<file path="config.mk">
export PLATFORM = sky130hd
export DESIGN_NAME = spi_adc_rx_flat
export DESIGN_NICKNAME = d
export VERILOG_FILES = /design/src/rtl/spi_adc_pkg.sv /design/src/rtl/spi_adc_rx_if.sv /design/src/rtl/spi_adc_rx_counter.sv /design/src/rtl/spi_adc_rx.sv /design/src/flat_wrapper.sv
export SDC_FILE = /design/constraint.sdc
export NUM_CORES = 1
export LEC_CHECK = 0
export ABC_CLOCK_PERIOD_IN_PS = 5300
export CAP_MARGIN = 0
export CELL_PAD_IN_SITES_DETAIL_PLACEMENT = 1
export CELL_PAD_IN_SITES_GLOBAL_PLACEMENT = 2
export CORE_MARGIN = 10
export CORE_UTILIZATION = 36
export DETAILED_ROUTE_END_ITERATION = 8
export PLACE_DENSITY_LB_ADDON = 0.2
export SYNTH_ARGS = -nofsm -noshare
export SYNTH_HDL_FRONTEND = slang
export SYNTH_SLANG_ARGS = --single-unit
</file>
<file path="constraint.sdc">
create_clock -name m_axis_aclk -period 5.3 [get_ports m_axis_aclk]
set_input_delay 0.53 -clock m_axis_aclk [delete_from_list [all_inputs] [get_ports m_axis_aclk]]
set_output_delay 0.53 -clock m_axis_aclk [all_outputs]
set_load 0.05 [all_outputs]
</file>
<file path="src/rtl/spi_adc_pkg.sv">
// Shared types and helpers for the SPI ADC receive path.
package spi_adc_pkg;

    typedef enum logic [1:0] {
        IDLE,
        CONV,
        SHIFT,
        DONE
    } spi_adc_state_t;

    localparam int unsigned OVR_CNT_W = 16;

    // Cycles cs_n is held low for one conversion frame.
    function automatic int unsigned frame_len(input int unsigned dw,
                                              input int unsigned sclk_div,
                                              input int unsigned conv_cyc);
        return conv_cyc + 2 * dw * sclk_div;
    endfunction

endpackage

</file>
<file path="src/rtl/spi_adc_rx_if.sv">
// AXI4-Stream sample channel between the ADC receiver and the DSP chain.
interface spi_adc_rx_if #(
    parameter int unsigned DW = 16
) ();

    logic          tvalid;
    logic          tready;
    logic [DW-1:0] tdata;

    modport master (
        output tvalid,
        output tdata,
        input  tready
    );

    modport slave (
        input  tvalid,
        input  tdata,
        output tready
    );

endinterface

</file>
<file path="src/rtl/spi_adc_rx_counter.sv">
// Free-running modulo-MAX counter; co flags the enabled terminal count.
module spi_adc_rx_counter #(
    parameter int unsigned MAX = 96
) (
    input  logic clk,
    input  logic rst,
    input  logic en,
    output logic co
);

    localparam int unsigned CW = (MAX > 1) ? $clog2(MAX) : 1;
    localparam logic [CW-1:0] LAST = CW'(MAX - 1);

    logic [CW-1:0] cnt_q;

    always_ff @(posedge clk) begin
        if (rst) begin
            cnt_q <= '0;
        end else if (en) begin
            cnt_q <= (cnt_q == LAST) ? '0 : cnt_q + 1'b1;
        end
    end

    assign co = en && (cnt_q == LAST);

endmodule

</file>
<file path="src/rtl/spi_adc_rx.sv">
// Periodic SPI ADC reader: one DW-bit MSB-first conversion per IFREQ cycles onto AXI4-Stream.
// Define SPI_ADC_RX_OVERRUN_CNT_EN to add the saturating overrun_cnt output.
module spi_adc_rx
    import spi_adc_pkg::*;
#(
    parameter int unsigned DW       = 16,
    parameter int unsigned IFREQ    = 96,
    parameter int unsigned SCLK_DIV = 1,
    parameter int unsigned CONV_CYC = 8
) (
    input  logic        m_axis_aclk,
    input  logic        m_axis_areset,
    input  logic        en,
    input  logic        sdo,
    output logic        sclk,
    output logic        cs_n,
    output logic        overrun,
`ifdef SPI_ADC_RX_OVERRUN_CNT_EN
    output logic [15:0] overrun_cnt,
`endif
    spi_adc_rx_if.master m_axis
);

    if (IFREQ < frame_len(DW, SCLK_DIV, CONV_CYC) + 2) begin : g_cfg_check
        $error("spi_adc_rx: IFREQ shorter than one conversion frame plus two cycles");
    end

    // One cycle counter serves both the CONV hold and the per-bit sclk phase.
    localparam int unsigned CMAX = (CONV_CYC > 2 * SCLK_DIV) ? CONV_CYC : 2 * SCLK_DIV;
    localparam int unsigned CW   = $clog2(CMAX) + 1;
    localparam int unsigned BW   = $clog2(DW);

    localparam logic [CW-1:0] CONV_LAST = CW'(CONV_CYC - 1);
    localparam logic [CW-1:0] HALF_LAST = CW'(SCLK_DIV - 1);
    localparam logic [CW-1:0] BIT_LAST  = CW'(2 * SCLK_DIV - 1);
    localparam logic [BW-1:0] BIT_MAX   = BW'(DW - 1);

    spi_adc_state_t state_q;
    logic [CW-1:0]  cyc_q;
    logic [BW-1:0]  bit_q;
    logic [DW-1:0]  shreg_q;
    logic [DW-1:0]  tdata_q;
    logic           tvalid_q;
    logic           sclk_q;
    logic           cs_n_q;
    logic           overrun_q;
    logic           tick;

    spi_adc_rx_counter #(
        .MAX (IFREQ)
    ) theCounterPeriod (
        .clk (m_axis_aclk),
        .rst (m_axis_areset),
        .en  (en),
        .co  (tick)
    );

    always_ff @(posedge m_axis_aclk) begin
        if (m_axis_areset) begin
            state_q   <= IDLE;
            cyc_q     <= '0;
            bit_q     <= '0;
            shreg_q   <= '0;
            tdata_q   <= '0;
            tvalid_q  <= 1'b0;
            sclk_q    <= 1'b0;
            cs_n_q    <= 1'b1;
            overrun_q <= 1'b0;
        end else begin
            overrun_q <= 1'b0;
            if (tvalid_q && m_axis.tready) begin
                tvalid_q <= 1'b0;
            end

            unique case (state_q)
                IDLE: begin
                    if (tick) begin
                        state_q <= CONV;
                        cs_n_q  <= 1'b0;
                        cyc_q   <= '0;
                    end
                end
                CONV: begin
                    if (cyc_q == CONV_LAST) begin
                        state_q <= SHIFT;
                        cyc_q   <= '0;
                        bit_q   <= '0;
                    end else begin
                        cyc_q <= cyc_q + 1'b1;
                    end
                end
                SHIFT: begin
                    // Capture coincides with the rising sclk the ADC sees.
                    if (cyc_q == HALF_LAST) begin
                        sclk_q  <= 1'b1;
                        shreg_q <= {shreg_q[DW-2:0], sdo};
                    end
                    if (cyc_q == BIT_LAST) begin
                        sclk_q <= 1'b0;
                        cyc_q  <= '0;
                        if (bit_q == BIT_MAX) begin
                            cs_n_q  <= 1'b1;
                            state_q <= DONE;
                        end else begin
                            bit_q <= bit_q + 1'b1;
                        end
                    end else begin
                        cyc_q <= cyc_q + 1'b1;
                    end
                end
                DONE: begin
                    // Newest sample wins; an accept in this cycle takes the old one.
                    tdata_q   <= shreg_q;
                    tvalid_q  <= 1'b1;
                    overrun_q <= tvalid_q && !m_axis.tready;
                    state_q   <= IDLE;
                end
            endcase
        end
    end

    assign sclk          = sclk_q;
    assign cs_n          = cs_n_q;
    assign overrun       = overrun_q;
    assign m_axis.tvalid = tvalid_q;
    assign m_axis.tdata  = tdata_q;

`ifdef SPI_ADC_RX_OVERRUN_CNT_EN
    logic [OVR_CNT_W-1:0] ovr_cnt_q;

    always_ff @(posedge m_axis_aclk) begin
        if (m_axis_areset) begin
            ovr_cnt_q <= '0;
        end else if (overrun_q && (ovr_cnt_q != {OVR_CNT_W{1'b1}})) begin
            ovr_cnt_q <= ovr_cnt_q + 1'b1;
        end
    end

    assign overrun_cnt = ovr_cnt_q;
`endif

endmodule

</file>
<file path="src/flat_wrapper.sv">
// flat-port wrapper written by rule: the top's interface ports become plain ports
module spi_adc_rx_flat import spi_adc_pkg::*;
#(
    parameter int unsigned DW       = 16,
    parameter int unsigned IFREQ    = 96,
    parameter int unsigned SCLK_DIV = 1,
    parameter int unsigned CONV_CYC = 8
)
  (m_axis_aclk, m_axis_areset, en, sdo, sclk, cs_n, overrun, m_axis_tvalid, m_axis_tdata, m_axis_tready);
  spi_adc_rx_if #(.DW(DW)) m_axis_i ();
  input  logic m_axis_aclk;
  input  logic m_axis_areset;
  input  logic en;
  input  logic sdo;
  output logic sclk;
  output logic cs_n;
  output logic overrun;
  output wire logic [$bits(m_axis_i.tvalid)-1:0] m_axis_tvalid;
  output wire logic [$bits(m_axis_i.tdata)-1:0] m_axis_tdata;
  input wire logic [$bits(m_axis_i.tready)-1:0] m_axis_tready;
  assign m_axis_tvalid = m_axis_i.tvalid;
  assign m_axis_tdata = m_axis_i.tdata;
  assign m_axis_i.tready = m_axis_tready;
  spi_adc_rx #(.DW(DW), .IFREQ(IFREQ), .SCLK_DIV(SCLK_DIV), .CONV_CYC(CONV_CYC)) u_core (.m_axis_aclk(m_axis_aclk), .m_axis_areset(m_axis_areset), .en(en), .sdo(sdo), .sclk(sclk), .cs_n(cs_n), .overrun(overrun), .m_axis(m_axis_i));
endmodule
</file>
# [Word-level counts from Yosys, hierarchy flattened]
# Cells that the tools add are included.
[totals] input_bits=5 reg_bits=53 out_inout_bits=20
[classes] n_eq_ne=12 n_mux=22 n_reduce_logical=18 n_addsub=3 n_bitwise=1
[op_table] op="$mux 4" n=6
[op_table] op="$pmux 4 s3" n=1
[op_table] op="$reduce_and 4->1" n=3
[op_table] op="$add 4x1->4 const B" n=2
[op_table] op="$mux 2" n=4
[op_table] op="$pmux 2 s4" n=1
[op_table] op="$pmux 4 s2" n=1
[op_table] op="$reduce_bool 2->1" n=4
[op_table] op="$add 7x1->7 const B" n=1
[op_table] op="$eq 7x7->1 const B" n=1
[op_table] op="$mux 1" n=7
[op_table] op="$mux 7" n=1
[op_table] op="$ne 2x1->1 const B" n=3
[op_table] op="$reduce_and 2->1" n=3
[op_table] op="$eq 2x2->1 const B" n=2
[op_table] op="$eq 4x1->1 const B" n=1
[op_table] op="$eq 4x3->1 const B" n=1
[op_table] op="$eq 4x4->1 const B" n=1
[op_table] op="$logic_not 4->1" n=1
[op_table] op="$ne 2x2->1 const B" n=2
[op_table] op="$logic_and 1x1->1" n=3
[op_table] op="$reduce_bool 3->1" n=1
[op_table] op="$eq 2x1->1 const B" n=1
[op_table] op="$logic_not 2->1" n=1
[op_table] op="other kinds (4)" n=4

# [Logic depth before layout (Yosys ltp)]
[logic_depth] word_depth=4 mapped_depth=8 ltp_nobuf=6

# [Cells and area by module]
# From an unflattened synthesis, not the netlist that was laid out.
[hier_totals] hier_cells=243 hier_area_um2=2223.4
[by_module_without_submodules] mod="spi_adc_rx" seq_area_each_um2=920.9 n_inst=1 cells_each=210 area_each_um2=1899.3
[by_module_without_submodules] mod="spi_adc_rx_counter" seq_area_each_um2=140.1 n_inst=1 cells_each=33 area_each_um2=324.1

# [Least setup slack after synthesis]
# OpenSTA, ideal clock, no wires.
[synth_path] path_type="register to register" from="register u_core.state_q[1]" to="register u_core.bit_q[3]" path_stages_with_launch=7 arrival_time_ps=1676 slack_ps=3555 n_path_buf=0 setup_time_ps=70 required_ps=5230 synth_period_minus_slack_ps=1745 path_cell_list="dfxtp_1 inv_1 ha_1 nor3b_1 o21ai_2 or4_1 a21oi_1"
[synth_via] elab_chain_len=3 word_cells_on_any_way=8 classes_between="eq/ne (5); mux (1); reduce/logical (2)"
[synth_lines] item="start, declared" line="spi_adc_rx.sv:38" source="spi_adc_state_t state_q;"
[synth_lines] item="start signal, assigned" line="spi_adc_rx.sv:60" source="state_q <= IDLE;"
[synth_lines] item="start signal, assigned" line="spi_adc_rx.sv:78" source="state_q <= CONV;"
[synth_lines] item="start signal, assigned" line="spi_adc_rx.sv:85" source="state_q <= SHIFT;"
[synth_lines] item="$eq 2x2->1 or $eq 2x1->1 (tied branches)" line="spi_adc_rx.sv:75" source="unique case (state_q)"
[synth_lines] item="$ne 2x2->1 (no source line) (tied with other cells)"
[synth_lines] item="$reduce_and 4->1 (no source line)"
[synth_lines] item="end signal, assigned" line="spi_adc_rx.sv:105" source="bit_q <= bit_q + 1'b1;"
[synth_lines] item="end, declared" line="spi_adc_rx.sv:40" source="logic [BW-1:0] bit_q;"
# Parallel ways exist; a longest one is shown, timed or not.
# A chain may end at the register's enable or synchronous reset.

# [Worst setup path after layout]
[layout_path] from="register u_core.tdata_q[13], in the netlist u_core.m_axis.tdata[13]" to="output m_axis_tdata[13]"
[layout_rtl] item="start, declared" line="spi_adc_rx.sv:42" source="logic [DW-1:0] tdata_q;"
[layout_rtl] item="start signal, assigned" line="spi_adc_rx.sv:113" source="tdata_q <= shreg_q;"
[layout_rtl] item="end, declared" line="flat_wrapper.sv:19" source="output wire logic [$bits(m_axis_i.tdata)-1:0] m_axis_tdata;"
# No word-level cell between the ends.

==> results.md <==
* Setup tns final at 0 ns
* IO Count at 25
* Initial antenna violation count at 0
* Largest delay contributor family on the critical path: buffers and inverters
* Setup CP Type: reg2out
* Clock group share of total power at 38.1%
* CP peak stage delay at 0.81 ns
* Top cells by count, synth: dfxtp_1 (53), nand2_1 (38), nor2_1 (27), a21oi_1 (24), mux2i_1 (18)
* GPL Wtd Cong at 0.771
* Setup-failing EPs final at 0
* Clock transition at path regs at 0.10 ns
* Critical Path RT at 4.77 ns
* Achievable Freq at 496 MHz
* Row Count at 28
* Worst-path fanout max at 2
* Dominant synthesized flop cell: dfxtp_1
* Yosys reg bits at 53
* Number of setup buffers added after CTS at 0
* Synth-to-Final Area Change at 17.3%
* Layout cells sized above 1 at 3.68%
* Syn Nets at 267
* Post-Syn Area at 0.00223 mm2
* Tmin final at 2.02 ns
* Setup Skew at 0.00577 ns
* Count of different cell masters after synthesis at 36
* CP max stage cell: clkdlybuf4s50_1
* Sw Share at 23.8%
* First-pass DRT Iterations at 4
* H-tree Lvls at 2
* Clock Latency Late Sink at 0.31 ns
* Sw power at 174 uW
* Root Buffer: clkbuf_8
* Global-route wire length before repair at 8520 um
* CP endpoint kind: primary output
* Placeable Area at 0.00596 mm2
* Vias at 1785
* Post-Synthesis Cells at 253
* HPWL Detailed at 3420 um
* Placed cell count at 339
* Cts bufs inserted at 5
* Die height at 98.7 um
* VDD IR max at 0.114 mV
* ANT cells at 0
* Normalized max-slew margin at 27.2%
* Fillers at 738
* Largest net degree at the start of global routing at 53
* Worst slew pin tran at 1.09 ns
* Ys async rst share at 0%
* Sequential Power Share at 55.2%
* Clk sinks at 53
* Vias per inst at 5.14
* Total congestion overflow at 0
* Vias in the first global route at 1769
* Total Routing Usage GR at 10.3%
* Post-cts resize count at 0
* Die X at 98.7 um
* IO Port Bufs at 24
* Most frequent cell after synthesis: dfxtp_1
* Detailed Route Iter0 Violations at 56
* WL/cell at 14.3 um
* Final nets at 285
* Share of the synthesized area in the top cell type at 47.5%
* Clk buf depth at 2
* Starting Density at 37.5%
* Fin. Hold Viols at 0
* Crit path buffers/inverters at 1
* CP Cell Sequence: clkdlybuf4s50_1
* RSZ-0062 raised after global routing: false
* Die area at 0.00975 mm2
* HP Class: reg2reg
* Syn avg cell area at 8.82 um2
* Final WL at 4960 um
* Synth top area cells: dfxtp_1 (48%), mux2i_1 (8.1%), nand2_1 (6.4%), a21oi_1 (5.4%), ha_1 (5.0%)
* Pwr/cell area at 281 mW/mm2
* Area leader, netlist: dfxtp_1
* Total of max-cap violations at 0
* DRT antenna net count at 0
* Yosys warning count at 0
* TritonCTS clock tree: yes
* Final Non-Filler Cells at 347
* WP data arrival at 1.49 ns
* Post-synthesis sequential area ratio at 47.5%
* Fin. max-slew vios at 0
* P_leak at 0.000876 uW
* Tcrit/Tclk final at 38.1%
* Status: complete, no violations
* Remaining DRCs at 0
* Worst setup SP type: register
* Combinational fraction of design power at 6.7%
* EDFF count, synth at 0
* Post-CTS Hold Buffers at 0
* Hold slack at 0.472 ns
* Internal at 560 uW
==> cells by family (layout without fill, tap and decap cells) <==
kind of cell	Yosys count	count (layout)	share of synthesized area, %
AO/OA/AOI/OAI	44	44	11.4
buffers and inverters	21	40	3.81
adder cells (fa/ha/maj)	9	9	5.04
multiplexers	18	18	8.07
AND/OR/NAND/NOR	103	103	22.2
flip-flops	53	53	47.5
XOR/XNOR	5	5	1.96
==> stage by stage <==
| stage | setup slack, ns | utilization [%] | cell area [um2] | power, uW |
|---|---|---|---|---|
| 2_1_floorplan | 3.55 | - | 2230 | 451 |
| 3_3_place_gp | 3.18 | 42.1 | 2510 | 464 |
| 3_5_place_dp | 3.14 | 42.1 | 2510 | 465 |
| 4_1_cts | 3.25 | 44.0 | 2620 | 748 |
| 5_1_grt | 3.17 | 44.0 | 2620 | 772 |
| 6_report | 3.28 | 44.0 | 2620 | 735 |
==> final cells by class <==
cell class | count | area (um2) | area share, %
flip-flops and latches | 53 | 1060 | 40.5
inverters | 8 | 30.0 | 1.15
clock inverters | 3 | 43.8 | 1.67
well taps | 75 | 93.8 | 3.58
repair buffers | 24 | 235 | 8.98
multi-input cells | 179 | 1090 | 41.5
clock buffers | 5 | 68.8 | 2.63
==> power groups by stage <==
stage          sequential, uW  combinational, uW  clock (uW)
2_1_floorplan             415               36.1           0
3_3_place_gp              415               48.8           0
3_5_place_dp              415               49.7           0
4_1_cts                   406               49.9         292
5_1_grt                   407               55.9         309
6_report                  406               49.2         280
==> cell usage in the layout (no fill, tap or decap), drive strengths merged, types with 2 or more instances in the layout <==
master         synthesis  final
xor2                   4      4
a211oi                 2      2
and3b                  2      2
or4                    2      2
nor2                  27     27
a21oi                 24     24
ha                     9      9
nand3                  9      9
inv                    8      9
clkbuf                 8      5
nand2b                 2      2
nand4b                 4      4
nor4bb                 2      2
dfxtp                 53     53
a31oi                  2      2
o21ai                  7      7
nand4                  4      4
nand2                 38     38
mux2i                 18     18
clkdlybuf4s50          0     23
nor3                   6      6
and3                   2      2
o31ai                  3      3
==> sequential cells by signal, summed over array words and instances, names as in the netlist <==
register	cells
u_core.bit_q	4
u_core.cs_n	1
u_core.cyc_q	4
u_core.m_axis.tdata	16
u_core.m_axis.tvalid	1
u_core.overrun	1
u_core.sclk	1
u_core.shreg_q	16
u_core.state_q	2
u_core.theCounterPeriod.cnt_q	7
==> metal layers <==
layer  vias up  share of wire [%]  global-route usage (%)
li1        913                  -                       -
met1       840                 50                    13.3
met2        27                 43                    15.3
met3         5                5.7                    4.12
met4         0                1.0                    2.98
met5         -                  0                       0
==> final timing paths <==
| path | start | endpoint | slack, ns | cells past startpoint |
|---|---|---|---|---|
| setup / recovery | u_core.m_axis.tdata[13]$_SDFFE_PP0P_ | m_axis_tdata[13] | 3.28 | 1 |
| hold / removal | u_core.shreg_q[15]$_SDFFE_PP0P_ | u_core.shreg_q[15]$_SDFFE_PP0P_ | 0.47 | 2 |
| setup reg to reg | u_core.state_q[1]$_SDFFE_PP0P_ | u_core.bit_q[3]$_SDFFE_PP0P_ | 3.34 | 6 |
| hold reg to reg | u_core.shreg_q[15]$_SDFFE_PP0P_ | u_core.shreg_q[15]$_SDFFE_PP0P_ | 0.47 | 2 |
Power figures use the tool's default switching activity.
